===== src/rtl/ps2_pkg.sv =====
// Shared definitions for the PS/2 keyboard front end.
// Holds the frame receiver state type, the scan-code set 2 prefix bytes and the
// numpad scan-code table used to maintain the key-held vector.
package ps2_pkg;

  typedef enum logic [1:0] {
    StIdle,
    StRecv,
    StCheck
  } rx_state_e;

  localparam logic [7:0] SC_BREAK = 8'hF0;
  localparam logic [7:0] SC_EXT   = 8'hE0;

  localparam int unsigned NUM_KEYS = 10;

  // Index i holds the make code of numpad key i.
  localparam logic [7:0] NUMPAD_SC [0:NUM_KEYS-1] = '{
    8'h70, 8'h69, 8'h72, 8'h7A, 8'h6B, 8'h73, 8'h74, 8'h6C, 8'h75, 8'h7D
  };

endpackage


===== src/rtl/ps2_frame_rx.sv =====
// PS/2 frame receiver.
// Synchronizes the raw PS/2 clock/data pins, detects falling edges of the PS/2
// clock and deframes 11-bit frames (start, 8 data bits LSB first, parity, stop).
// Optional build macro: PS2_PARITY_CHECK_EN adds an odd-parity check to the
// stop-bit check; otherwise the parity bit is ignored.
// Ports:
//   clk, rst            system clock, asynchronous active-high reset
//   ps2_clk, ps2_dat    raw asynchronous PS/2 pins
//   byte_valid          one-cycle pulse, byte_data holds an accepted byte
//   byte_data           received data byte
//   frame_err           one-cycle pulse on bad start/stop/parity or timeout
module ps2_frame_rx
  import ps2_pkg::*;
#(
  parameter int unsigned TIMEOUT_CYCLES = 50000,
  parameter int unsigned CNT_W          = 16
) (
  input  logic       clk,
  input  logic       rst,
  input  logic       ps2_clk,
  input  logic       ps2_dat,
  output logic       byte_valid,
  output logic [7:0] byte_data,
  output logic       frame_err
);

  logic             clk_s1_q, clk_s2_q, clk_prev_q;
  logic             dat_s1_q, dat_s2_q;
  rx_state_e        state_q, state_d;
  logic [8:0]       shift_q, shift_d;
  logic [3:0]       bit_cnt_q, bit_cnt_d;
  logic             stop_q, stop_d;
  logic [CNT_W-1:0] cnt_q, cnt_d;

  logic fall;
  logic dat;
  logic timeout_hit;
  logic frame_ok;

  assign fall = clk_prev_q & ~clk_s2_q;
  assign dat  = dat_s2_q;
  // An edge in the same cycle as the timeout wins.
  assign timeout_hit = (state_q == StRecv) && !fall &&
                       (cnt_q == CNT_W'(TIMEOUT_CYCLES - 1));

  always_ff @(posedge clk or posedge rst) begin
    if (rst) begin
      clk_s1_q   <= 1'b1;
      clk_s2_q   <= 1'b1;
      clk_prev_q <= 1'b1;
      dat_s1_q   <= 1'b1;
      dat_s2_q   <= 1'b1;
      state_q    <= StIdle;
      shift_q    <= '0;
      bit_cnt_q  <= '0;
      stop_q     <= 1'b0;
      cnt_q      <= '0;
    end else begin
      clk_s1_q   <= ps2_clk;
      clk_s2_q   <= clk_s1_q;
      clk_prev_q <= clk_s2_q;
      dat_s1_q   <= ps2_dat;
      dat_s2_q   <= dat_s1_q;
      state_q    <= state_d;
      shift_q    <= shift_d;
      bit_cnt_q  <= bit_cnt_d;
      stop_q     <= stop_d;
      cnt_q      <= cnt_d;
    end
  end

  always_comb begin
    state_d   = state_q;
    shift_d   = shift_q;
    bit_cnt_d = bit_cnt_q;
    stop_d    = stop_q;
    cnt_d     = cnt_q;
    unique case (state_q)
      StIdle: begin
        cnt_d = '0;
        if (fall && !dat) begin
          state_d   = StRecv;
          bit_cnt_d = '0;
          shift_d   = '0;
        end
      end
      StRecv: begin
        if (fall) begin
          cnt_d = '0;
          if (bit_cnt_q == 4'd9) begin
            stop_d  = dat;
            state_d = StCheck;
          end else begin
            // Right shift: after 9 bits data sits in [7:0] and parity in [8].
            shift_d   = {dat, shift_q[8:1]};
            bit_cnt_d = bit_cnt_q + 4'd1;
          end
        end else if (timeout_hit) begin
          state_d = StIdle;
          cnt_d   = '0;
        end else begin
          cnt_d = cnt_q + CNT_W'(1);
        end
      end
      StCheck: begin
        state_d = StIdle;
        cnt_d   = '0;
      end
      default: state_d = StIdle;
    endcase
  end

  always_comb begin
`ifdef PS2_PARITY_CHECK_EN
    frame_ok = stop_q & (^shift_q);
`else
    frame_ok = stop_q;
`endif
    byte_valid = (state_q == StCheck) && frame_ok;
    frame_err  = ((state_q == StIdle) && fall && dat) || timeout_hit ||
                 ((state_q == StCheck) && !frame_ok);
  end

  assign byte_data = shift_q[7:0];

endmodule


===== src/rtl/ps2_key_decoder.sv =====
// PS/2 keyboard decoder top.
// Turns received bytes into scan-code set 2 events (handling F0 break and E0
// extended prefixes) and tracks which numpad keys 0-9 are currently held.
// Optional build macro: PS2_PARITY_CHECK_EN (enables parity check in the
// frame receiver).
// Ports:
//   clk, rst            pixel clock, asynchronous active-high reset
//   ps2_clk, ps2_dat    raw asynchronous PS/2 pins
//   code_valid          one-cycle pulse per complete non-prefix scan code
//   code_byte           last scan-code byte, held between pulses
//   code_break          code was preceded by F0 (qualified by code_valid)
//   code_ext            code was preceded by E0 (qualified by code_valid)
//   keys_pressed        bit i set while numpad key i is held
//   frame_err           one-cycle pulse on any frame error
module ps2_key_decoder
  import ps2_pkg::*;
#(
  parameter int unsigned TIMEOUT_CYCLES = 50000,
  parameter int unsigned CNT_W          = 16
) (
  input  logic       clk,
  input  logic       rst,
  input  logic       ps2_clk,
  input  logic       ps2_dat,
  output logic       code_valid,
  output logic [7:0] code_byte,
  output logic       code_break,
  output logic       code_ext,
  output logic [9:0] keys_pressed,
  output logic       frame_err
);

  logic       rx_valid;
  logic [7:0] rx_byte;

  logic                break_pending_q, break_pending_d;
  logic                ext_pending_q, ext_pending_d;
  logic                code_valid_q, code_valid_d;
  logic [7:0]          code_byte_q, code_byte_d;
  logic                code_break_q, code_break_d;
  logic                code_ext_q, code_ext_d;
  logic [NUM_KEYS-1:0] keys_q, keys_d;

  ps2_frame_rx #(
    .TIMEOUT_CYCLES(TIMEOUT_CYCLES),
    .CNT_W         (CNT_W)
  ) u_rx (
    .clk       (clk),
    .rst       (rst),
    .ps2_clk   (ps2_clk),
    .ps2_dat   (ps2_dat),
    .byte_valid(rx_valid),
    .byte_data (rx_byte),
    .frame_err (frame_err)
  );

  always_ff @(posedge clk or posedge rst) begin
    if (rst) begin
      break_pending_q <= 1'b0;
      ext_pending_q   <= 1'b0;
      code_valid_q    <= 1'b0;
      code_byte_q     <= '0;
      code_break_q    <= 1'b0;
      code_ext_q      <= 1'b0;
      keys_q          <= '0;
    end else begin
      break_pending_q <= break_pending_d;
      ext_pending_q   <= ext_pending_d;
      code_valid_q    <= code_valid_d;
      code_byte_q     <= code_byte_d;
      code_break_q    <= code_break_d;
      code_ext_q      <= code_ext_d;
      keys_q          <= keys_d;
    end
  end

  always_comb begin
    break_pending_d = break_pending_q;
    ext_pending_d   = ext_pending_q;
    code_valid_d    = 1'b0;
    code_byte_d     = code_byte_q;
    code_break_d    = code_break_q;
    code_ext_d      = code_ext_q;
    keys_d          = keys_q;
    if (rx_valid) begin
      if (rx_byte == SC_BREAK) begin
        break_pending_d = 1'b1;
      end else if (rx_byte == SC_EXT) begin
        ext_pending_d = 1'b1;
      end else begin
        code_valid_d    = 1'b1;
        code_byte_d     = rx_byte;
        code_break_d    = break_pending_q;
        code_ext_d      = ext_pending_q;
        break_pending_d = 1'b0;
        ext_pending_d   = 1'b0;
        // Extended codes share bytes with the numpad (E0 70 = Insert).
        if (!ext_pending_q) begin
          for (int unsigned i = 0; i < NUM_KEYS; i++) begin
            if (rx_byte == NUMPAD_SC[i]) keys_d[i] = ~break_pending_q;
          end
        end
      end
    end
  end

  assign code_valid   = code_valid_q;
  assign code_byte    = code_byte_q;
  assign code_break   = code_break_q;
  assign code_ext     = code_ext_q;
  assign keys_pressed = keys_q;

endmodule

===== config.mk =====
export PLATFORM = sky130hd
export DESIGN_NAME = ps2_key_decoder
export DESIGN_NICKNAME = d
export VERILOG_FILES = /design/src/rtl/ps2_pkg.sv /design/src/rtl/ps2_frame_rx.sv /design/src/rtl/ps2_key_decoder.sv
export SDC_FILE = /design/constraint.sdc
export NUM_CORES = 1
export LEC_CHECK = 0
export BUFFER_PORTS_ARGS = -buffer_cell sky130_fd_sc_hd__buf_2
export CORE_MARGIN = 2
export CORE_UTILIZATION = 55
export DETAILED_ROUTE_END_ITERATION = 8
export HOLD_SLACK_MARGIN = 0.15
export PLACE_DENSITY = 0.82
export SLEW_MARGIN = 20
export SYNTH_ARGS = -nofsm -noshare
export SYNTH_HDL_FRONTEND = slang
export SYNTH_SLANG_ARGS = --single-unit

===== constraint.sdc =====
create_clock -name clk -period 4.75 [get_ports clk]
set_clock_uncertainty 0.1 [all_clocks]
set_input_delay 0.475 -clock clk [delete_from_list [all_inputs] [get_ports clk]]
set_output_delay 0.475 -clock clk [all_outputs]
set_load 0.01 [all_outputs]

Word-level counts from Yosys, hierarchy flattened
Cells that the tools add are included.
{"block": "totals", "regBits": 60, "out_inout_bits": 22}
{"block": "classes", "add_sub_neg": 2, "n_eq_ne": 22, "muxes": 22, "bitwise": 6, "reduce_logical": 32}
{"op": "equality test 8 x 7 -> 1 bit (second input constant)", "count": 10}
{"op": "AND reduction 5 bit", "count": 10}
{"op": "two-way mux 16 bit", "count": 2}
{"op": "one-hot mux 16 bit (2 select lines)", "count": 1}
{"op": "two-way mux 9 bit", "count": 3}
{"op": "one-hot mux 9 bit (2 select lines)", "count": 1}
{"op": "adder 16 x 1 -> 16 bit (second input constant)", "count": 1}
{"op": "equality test 16 bit (second input constant)", "count": 1}
{"op": "equality test 8 bit (second input constant)", "count": 2}
{"op": "two-way mux 4 bit", "count": 3}
{"op": "AND reduction 3 bit", "count": 3}
{"op": "two-way mux 2 bit", "count": 4}
{"op": "one-hot mux 4 bit (2 select lines)", "count": 1}
{"op": "logical AND 1 bit", "count": 7}
{"op": "two-way mux 1 bit", "count": 6}
{"op": "NOT 1 bit", "count": 5}
{"op": "adder 4 x 1 -> 4 bit (second input constant)", "count": 1}
{"op": "equality test 4 bit (second input constant)", "count": 1}
{"op": "!= test 2 x 1 -> 1 bit (second input constant)", "count": 2}
{"op": "!= test 2 bit (second input constant)", "count": 2}
{"op": "one-hot mux 2 bit (2 select lines)", "count": 1}
{"op": "AND reduction 2 bit", "count": 2}
{"op": "AND reduction 4 bit", "count": 1}
{"op": "nonzero test 2 bit", "count": 2}
{"op": "other kinds (9)", "count": 12}

Depth between registers and ports, before layout
Gate-level depths: netlist of the first run.
{"block": "logic_depth", "depth_word": 8, "depth_mapped": 7}

By module
Synthesis of the first run repeated with hierarchy kept, for this count alone.
{"block": "hier_totals", "hier_cells": 281, "hier_area_um2": 2909.0}
{"module": "ps2_frame_rx", "instances": 1, "cells_per_inst": 198, "area_each_um2": 1834.3, "seq_area_each_um2": 932.1}
{"module": "ps2_key_decoder", "instances": 1, "cells_per_inst": 83, "area_each_um2": 1074.8, "seq_area_each_um2": 575.6}

Least setup slack after synthesis of the first run
OpenSTA, ideal clock, no wires.
{"block": "synth_timing", "path_type": "flip-flop to output port", "start": "reg u_rx.cnt_q[10]", "end": "out frame_err", "arrival_ns": 1.588, "slack_ns": 2.587, "path_stages_with_launch": 5, "path_buffers": 0, "cell_sequence": "dfrtp_1 or4_4 nor4b_4 nand2_1 o22ai_1"}
{"block": "synth_between", "elab_chain_cells": 4}
{"element": "from (decl)", "line_no": "ps2_frame_rx.sv:33", "text": "logic [CNT_W-1:0] cnt_q, cnt_d;"}
{"element": "from (signal assigned)", "line_no": "ps2_frame_rx.sv:68", "text": "cnt_q <= cnt_d;"}
{"element": "equality test 16 bit", "line_no": "ps2_frame_rx.sv:44", "text": "(cnt_q == CNT_W'(TIMEOUT_CYCLES - 1));"}
{"element": "logical AND 1 bit", "line_no": "ps2_frame_rx.sv:43", "text": "assign timeout_hit = (state_q == StRecv) && !fall &&"}
{"element": "logical OR 1 bit (2 in a row)", "line_no": "ps2_frame_rx.sv:120", "text": "frame_err = ((state_q == StIdle) && fall && dat) || timeout_hit ||"}
{"element": "to (decl)", "line_no": "ps2_key_decoder.sv:30", "text": "output logic frame_err"}
Every way passes these cells.

Worst setup path in the final report of the first run
Ends and elaborated chain as after synthesis.

==> results of run 1 <==
[flip-flops by register name (all words and copies together), names as in the netlist]
signal	cells
u_rx.cnt_q	16
u_rx.shift_q	9
keys_pressed	10
u_rx.dat	1
ext_pending_q	1
u_rx.dat_s1_q	1
u_rx.state_q	2
code_valid	1
u_rx.bit_cnt_q	4
code_byte	8
code_ext	1
u_rx.clk_prev_q	1
code_break	1
u_rx.frame_ok	1
break_pending_q	1
u_rx.clk_s2_q	1
u_rx.clk_s1_q	1
[area by class of cell]
cell class / count / area (um2) / area share (%)
inverter: 10 / 37.5 / 1.19
multi-input combinational: 208 / 1150 / 36.6
clock inverter: 7 / 98.8 / 3.13
tap: 67 / 83.8 / 2.65
sequential: 60 / 1510 / 47.7
clock buffer: 9 / 124 / 3.92
timing repair buffer: 28 / 153 / 4.83
[through the flow]
stage,setup WS (ns),area [um2],std cells,util [%],power [uW]
2_1_floorplan,2.59,2760,291,-,834
3_3_place_gp,2.46,2920,371,60.9,871
3_5_place_dp,2.44,2920,371,60.9,885
4_1_cts,2.04,3160,389,66.0,1410
5_1_grt,1.94,3160,389,66.0,1470
6_report,2.01,3160,389,66.0,1400
[how the worst min path moves through the flow]
stage,end,slack [ns]
after floorplan,u_rx.clk_s2_q,0.25
after global placement,u_rx.dat,0.25
after detailed placement,u_rx.dat,0.25
after CTS,keys_pressed[8],0.25
after global routing,u_rx.dat,0.27
final,keys_pressed[8],0.22
[metal layers]
metal | routed length [um] | global-route usage (%) | vias to the layer above
met3 | 290 | 4.15 | 13
li1 | - | - | 1066
met4 | 136 | 11.9 | 0
met1 | 2380 | 27.7 | 1052
met5 | 0 | 0 | -
met2 | 2510 | 36.3 | 74
[what timing repair did]
action | 4_1_cts | 5_1_grt
hold buffers | 2 | 0
endpoints found under the hold margin | 2 | 0
endpoints found under the setup margin | 0 | 0
[layout by cell type (no fill, tap or decap), types with 2 or more instances in the layout]
| cell type | n |
|---|---|
| or3_1 | 5 |
| inv_1 | 9 |
| clkbuf_8 | 9 |
| nand2b_1 | 2 |
| xor2_1 | 3 |
| nand4_1 | 6 |
| nor2b_1 | 4 |
| a22o_1 | 2 |
| nor4_1 | 7 |
| mux2_2 | 2 |
| and4b_1 | 2 |
| inv_6 | 2 |
| dlygate4sd3_1 | 2 |
| bufinv_16 | 2 |
| and3_1 | 2 |
| o31ai_1 | 3 |
| dfstp_2 | 5 |
| a31oi_1 | 3 |
| dfrtp_1 | 55 |
| nand3_1 | 15 |
| nor3_1 | 6 |
| ha_1 | 4 |
| nand3b_1 | 2 |
| a21oi_1 | 8 |
| nor3b_1 | 2 |
| o21ai_1 | 4 |
| o21ai_0 | 25 |
| a21o_1 | 6 |
| buf_2 | 25 |
| nor2_1 | 15 |
| nand2_1 | 65 |
[kinds of logic after synthesis]
group                      count (synthesis)
AOI/OAI and AO/OA                         56
adders and majority gates                  4
muxes                                      3
buffers and inverters                     23
DFF                                       60
and+or+nand+nor                          141
xor gates and xnor gates                   4
[worst register-to-register path, delay by kind of cell, from the launching register on]
kind	cells	cell delay, ns
buffers and inverters	1	0.28
flip-flops	1	0.49
AND/OR/NAND/NOR	3	0.86
AO/OA/AOI/OAI	2	0.51
[power groups by stage]
stage	logic [uW]	clock network, uW	registers, uW
2_1_floorplan	203	0	631
3_3_place_gp	203	0	668
3_5_place_dp	212	0	674
4_1_cts	214	527	664
5_1_grt	247	544	679
6_report	210	520	666
==> results.sh, run 1 <==
export IMPL_synthSimpleGateAreaFrac_pct=25.5
export IMPL_fillCellCount=388
export IMPL_start_kind="flip-flop"
export IMPL_critPathBufInv=1
export IMPL_nets=325
export IMPL_synth_edf_count=0
export IMPL_endpoint="frame_err"
export IMPL_drive_above_1_share_pct=17.1
export IMPL_postRouteAntennaNets=0
export IMPL_timing_fmax_mhz=365
export IMPL_synth_compound_area_share_pct=12.1
export IMPL_ctsResizeCount=0
export IMPL_cp_max_fo=7
export IMPL_rows=25
export IMPL_setup_viol_count_final=0
export IMPL_wire_per_inst_um=13.7
export IMPL_synthCells=291
export IMPL_slowest_delay_ns=0.54
export IMPL_die_height_um=74.8
export IMPL_endpoint_kind="output pin"
export IMPL_antenna_found_initial=0
export IMPL_seq_area_frac_synth_pct=54.7
export IMPL_cts_clk_slew_worst_paths_ns=0.07
export IMPL_synthArstFlopShare_pct=100
export IMPL_num_vias=2205
export IMPL_synth_top_area_share_pct=49.9
export IMPL_netlist_area_mm2=0.00276
export IMPL_power_leakage_uw=0.00155
export IMPL_ys_top_cells_by_count="65 x nand2_1, 55 x dfrtp_1, 25 x o21ai_0"
export IMPL_synth_xor_area_share_pct=1.27
export IMPL_grt_pass1_wl_mm=9.24
export IMPL_drv_slew=0
export IMPL_synthFlopType="dfrtp_1"
export IMPL_first_pass_iters=4
export IMPL_portBuffers=25
export IMPL_slowest_stage="or4_4"
export IMPL_p_int_uw=956
export IMPL_drtIter0Drc=192
export IMPL_route_detailed_drc=0
export IMPL_switching_power_uw=439
export IMPL_path_cells="or4_4, nor4b_4, nand2_1, o22ai_1, buf_2"
export IMPL_yosys_cell_types_count=44
export IMPL_syn_to_final_growth_pct=14.6
export IMPL_worst_pin_slew_ns=0.826
export IMPL_dieArea_mm2=0.00560
export IMPL_yosysTopAreaCell="dfrtp_1"
export IMPL_status="complete, no violations"
export IMPL_synth_area_per_cell_um2=9.48
export IMPL_rrSetupSlack_ns=2.40
export IMPL_power_density_mw_per_mm2=442
export IMPL_hold_viol_final=0
export IMPL_crit_start="u_rx.cnt_q[10]"
export IMPL_overflow=0
export IMPL_timing_hold_ws_ns=0.218
export IMPL_synth_most_common_cell="nand2_1"
export IMPL_synth_top_family_by_area="simple AND/OR/NAND/NOR gates"
export IMPL_fin_crit_sh_pct=57.6
export IMPL_num_antenna_cells=0
export IMPL_reg2reg_depth=6
export IMPL_tritoncts="yes"
export IMPL_grt_start_max_net_pins=61
export IMPL_grt_setup_unrepaired="false"
export IMPL_gp_congestion=0.831
export IMPL_cts_root_buf="clkbuf_8"
export IMPL_critical_path_class="flip-flop to output pin"
export IMPL_viasPerCell=5.67
export IMPL_crit_family="simple AND/OR/NAND/NOR gates"
export IMPL_timing_setup_tns_ns=0
export IMPL_r2r_start="u_rx.shift_q[1]"
export IMPL_hpwlAfterDp_mm=3.49
export IMPL_rr_endpoint="keys_pressed[2]"
export IMPL_peakVddDrop_uv=256
export IMPL_initial_core_util_pct=57.6
export IMPL_cts_setup_buffers=0
export IMPL_hold_path_class="primary input to asynchronous set/reset pin"
export IMPL_min_period_ns=2.74
export IMPL_yosys_warnings=0
export IMPL_ys_ff_latch=60
export IMPL_maxCapViolations=0
export IMPL_slew_headroom_pct=44.5
export IMPL_pin_count=26
export IMPL_totalWireLength_mm=5.32
export IMPL_cts_sink_count=60
export IMPL_synth_fa_ha_area_share_pct=1.81
export IMPL_seq_power_share_pct=47.7
export IMPL_synth_area_leaders="dfrtp_1 50%, nand2_1 8.8%, dfstp_2 4.8%, o21ai_0 4.5%, nand3_1 2.7%"
export IMPL_pwr_share_comb_pct=15.0
export IMPL_numCtsBuffers=9
export IMPL_synthMuxAreaShare_pct=1.18
export IMPL_cp_arrival_ns=2.16
export IMPL_synth_nets=299
export IMPL_critical_path_cell_count=5
export IMPL_cts_max_level=3
export IMPL_core_mm2=0.00479
export IMPL_insertion_delay_ns=0.35
export IMPL_crit_required_ns=4.18
export IMPL_grt_total_usage_pct=22.1
export IMPL_clockBufferDepth=2
export IMPL_clkPwrFrac_pct=37.3
export IMPL_dieWidth_um=74.8
export IMPL_grt_pass1_vias=2051
export IMPL_netSwitchingFraction_pct=31.5
No activity file was read; power rests on OpenSTA's default activity.
==> inputs of run 2 (changes only) <==
--- a/config.mk
+++ b/config.mk
@@ -7,7 +7,7 @@
 export LEC_CHECK = 0
 export BUFFER_PORTS_ARGS = -buffer_cell sky130_fd_sc_hd__buf_2
 export CORE_MARGIN = 2
-export CORE_UTILIZATION = 55
+export CORE_UTILIZATION = 53
 export DETAILED_ROUTE_END_ITERATION = 8
 export HOLD_SLACK_MARGIN = 0.15
 export PLACE_DENSITY = 0.82
==> constraint.sdc (replaced) <==
create_clock -name clk -period 2.4 [get_ports clk]
set_clock_uncertainty 0.1 [all_clocks]
set_input_delay 0.24 -clock clk [delete_from_list [all_inputs] [get_ports clk]]
set_output_delay 0.24 -clock clk [all_outputs]
set_load 0.01 [all_outputs]
==> results.sh, run 2 (synthesis results as in run 1) <==
export IMPL_timing_hold_ws_ns=0.256
export IMPL_crit_required_ns=2.06
export IMPL_grt_start_max_net_pins=34
export IMPL_power_density_mw_per_mm2=886
export IMPL_largest_reg_flops=16
export IMPL_hpwlAfterDp_mm=3.77
export IMPL_core_mm2=0.00507
export IMPL_rrSetupSlack_ns=0.26
export IMPL_dp_slack_ns=0.259
export IMPL_hold_viol_final=0
export IMPL_rr_endpoint="u_rx.cnt_q[6]"
export IMPL_hold_path_class="flip-flop to flip-flop"
export IMPL_use_met1_pct=27.1
export IMPL_die_height_um=76.1
export IMPL_clockBufferDepth=2
export IMPL_maxCapViolations=0
export IMPL_clkPwrFrac_pct=38.8
export IMPL_hold_path_depth=0
export IMPL_portBuffers=25
export IMPL_min_period_ns=2.34
export IMPL_final_cell_mix="65 x nand2_1, 54 x dfrtp_1, 25 x o21ai_0, 25 x buf_2"
export IMPL_num_antenna_cells=0
export IMPL_cts_root_buf="clkbuf_8"
export IMPL_viasPerCell=5.62
export IMPL_p_int_uw=2040
export IMPL_dieWidth_um=76.1
export IMPL_nets=333
export IMPL_cp_max_fo=7
export IMPL_final_common_cell="nand2_1"
export IMPL_cts_max_level=3
export IMPL_stdcell_count=400
export IMPL_totalWireLength_mm=5.65
export IMPL_worst_pin_slew_ns=0.610
export IMPL_dieArea_mm2=0.00580
export IMPL_endpoint_kind="output pin"
export IMPL_critical_path_class="flip-flop to output pin"
export IMPL_overflow=0
export IMPL_grt_total_usage_pct=21.1
export IMPL_grtUsageMet2_pct=33.5
export IMPL_cts_sink_count=60
export IMPL_grt_use_met3_pct=5.57
export IMPL_fin_area_mm2=0.00327
export IMPL_cts_clk_slew_worst_paths_ns=0.07
export IMPL_first_pass_iters=7
export IMPL_insertion_delay_ns=0.34
export IMPL_switching_power_uw=856
export IMPL_tritoncts="yes"
export IMPL_seq_power_share_pct=45.3
export IMPL_netSwitchingFraction_pct=29.5
export IMPL_largest_register="u_rx.cnt_q"
export IMPL_r2r_start="u_rx.cnt_q[10]"
export IMPL_hp_start="u_rx.dat_s1_q"
export IMPL_gp_congestion=0.812
export IMPL_route_detailed_drc=0
export IMPL_fin_crit_sh_pct=97.5
export IMPL_placed_cell_area_mm2=0.00297
export IMPL_rows=26
export IMPL_reg2reg_depth=6
export IMPL_numCtsBuffers=9
export IMPL_setup_viol_count_final=0
export IMPL_antenna_found_initial=0
export IMPL_grt_pass1_vias=2191
export IMPL_slew_headroom_pct=59.3
export IMPL_min_to="u_rx.dat"
export IMPL_power_leakage_uw=0.00160
export IMPL_initial_core_util_pct=54.3
export IMPL_wire_per_inst_um=14.1
export IMPL_peakVddDrop_uv=515
export IMPL_timing_fmax_mhz=427
export IMPL_timing_final_ws_setup_ns=0.0588
export IMPL_pin_count=26
export IMPL_drtIter0Drc=143
export IMPL_dp_cells=379
export IMPL_num_vias=2248
export IMPL_grt_busiest_layer="met2"
export IMPL_drv_slew=0
export IMPL_status="complete, no violations"
export IMPL_syn_to_final_growth_pct=18.6
export IMPL_grt_pass1_wl_mm=9.77
export IMPL_start_kind="flip-flop"
export IMPL_cp_arrival_ns=2.00
export IMPL_drive_above_1_share_pct=19.4
export IMPL_pwr_share_comb_pct=15.9
export IMPL_postRouteAntennaNets=0
export IMPL_timing_setup_tns_ns=0
## run 2: worst max-delay path by stage
stage                   start             to  depth (start not counted)
2_1_floorplan  u_rx.cnt_q[10]  u_rx.cnt_q[6]                          6
4_1_cts        u_rx.cnt_q[10]      frame_err                          5
5_1_grt        u_rx.cnt_q[10]      frame_err                          5
3_3_place_gp   u_rx.cnt_q[10]  u_rx.cnt_q[9]                          5
3_5_place_dp   u_rx.cnt_q[10]  u_rx.cnt_q[6]                          5
6_report       u_rx.cnt_q[10]      frame_err                          5
## run 2: power by group through the flow
stage	Sequential, uW	Combinational, uW	Clock [uW]
6_report	1310	460	1120
3_3_place_gp	1310	435	0
2_1_floorplan	1250	402	0
5_1_grt	1340	528	1180
4_1_cts	1310	463	1140
3_5_place_dp	1330	453	0
## run 2: per-stage QoR
stage | total power, uW | util [%]
floorplan | 1650 | -
global placement | 1750 | 58.5
detailed placement | 1780 | 58.5
CTS | 2920 | 64.3
global route | 3050 | 64.5
finish | 2900 | 64.5
## run 2: layer usage
metal	routed length, um	vias up
met4	127	0
met3	392	12
met5	0	-
met2	2630	93
met1	2500	1059
li1	-	1084
## run 2: layout make-up
| cell class | instances | area [um2] |
|---|---|---|
| Clock inverter | 6 | 111 |
| Fill cell | 415 | 1800 |
| Inverter | 10 | 37.5 |
| Timing Repair Buffer | 36 | 228 |
| Multi-Input combinational cell | 208 | 1160 |
| Clock buffer | 10 | 138 |
| Sequential cell | 60 | 1510 |
| Tap cell | 70 | 87.6 |
## run 2: worst max-delay path, stage by stage (launching register included)
cell	delay [ns]
dfrtp_2	0.45
or4_4	0.53
nor4b_4	0.25
nand2_1	0.13
o22ai_2	0.13
buf_2	0.16
## run 2: timing repair
action,CTS,global route
buffers inserted,1,1
resized for setup,1,1
setup endpoints to repair,1,1
hold buffers,3,0
endpoints found under the hold margin,29,0
pin swaps,1,2
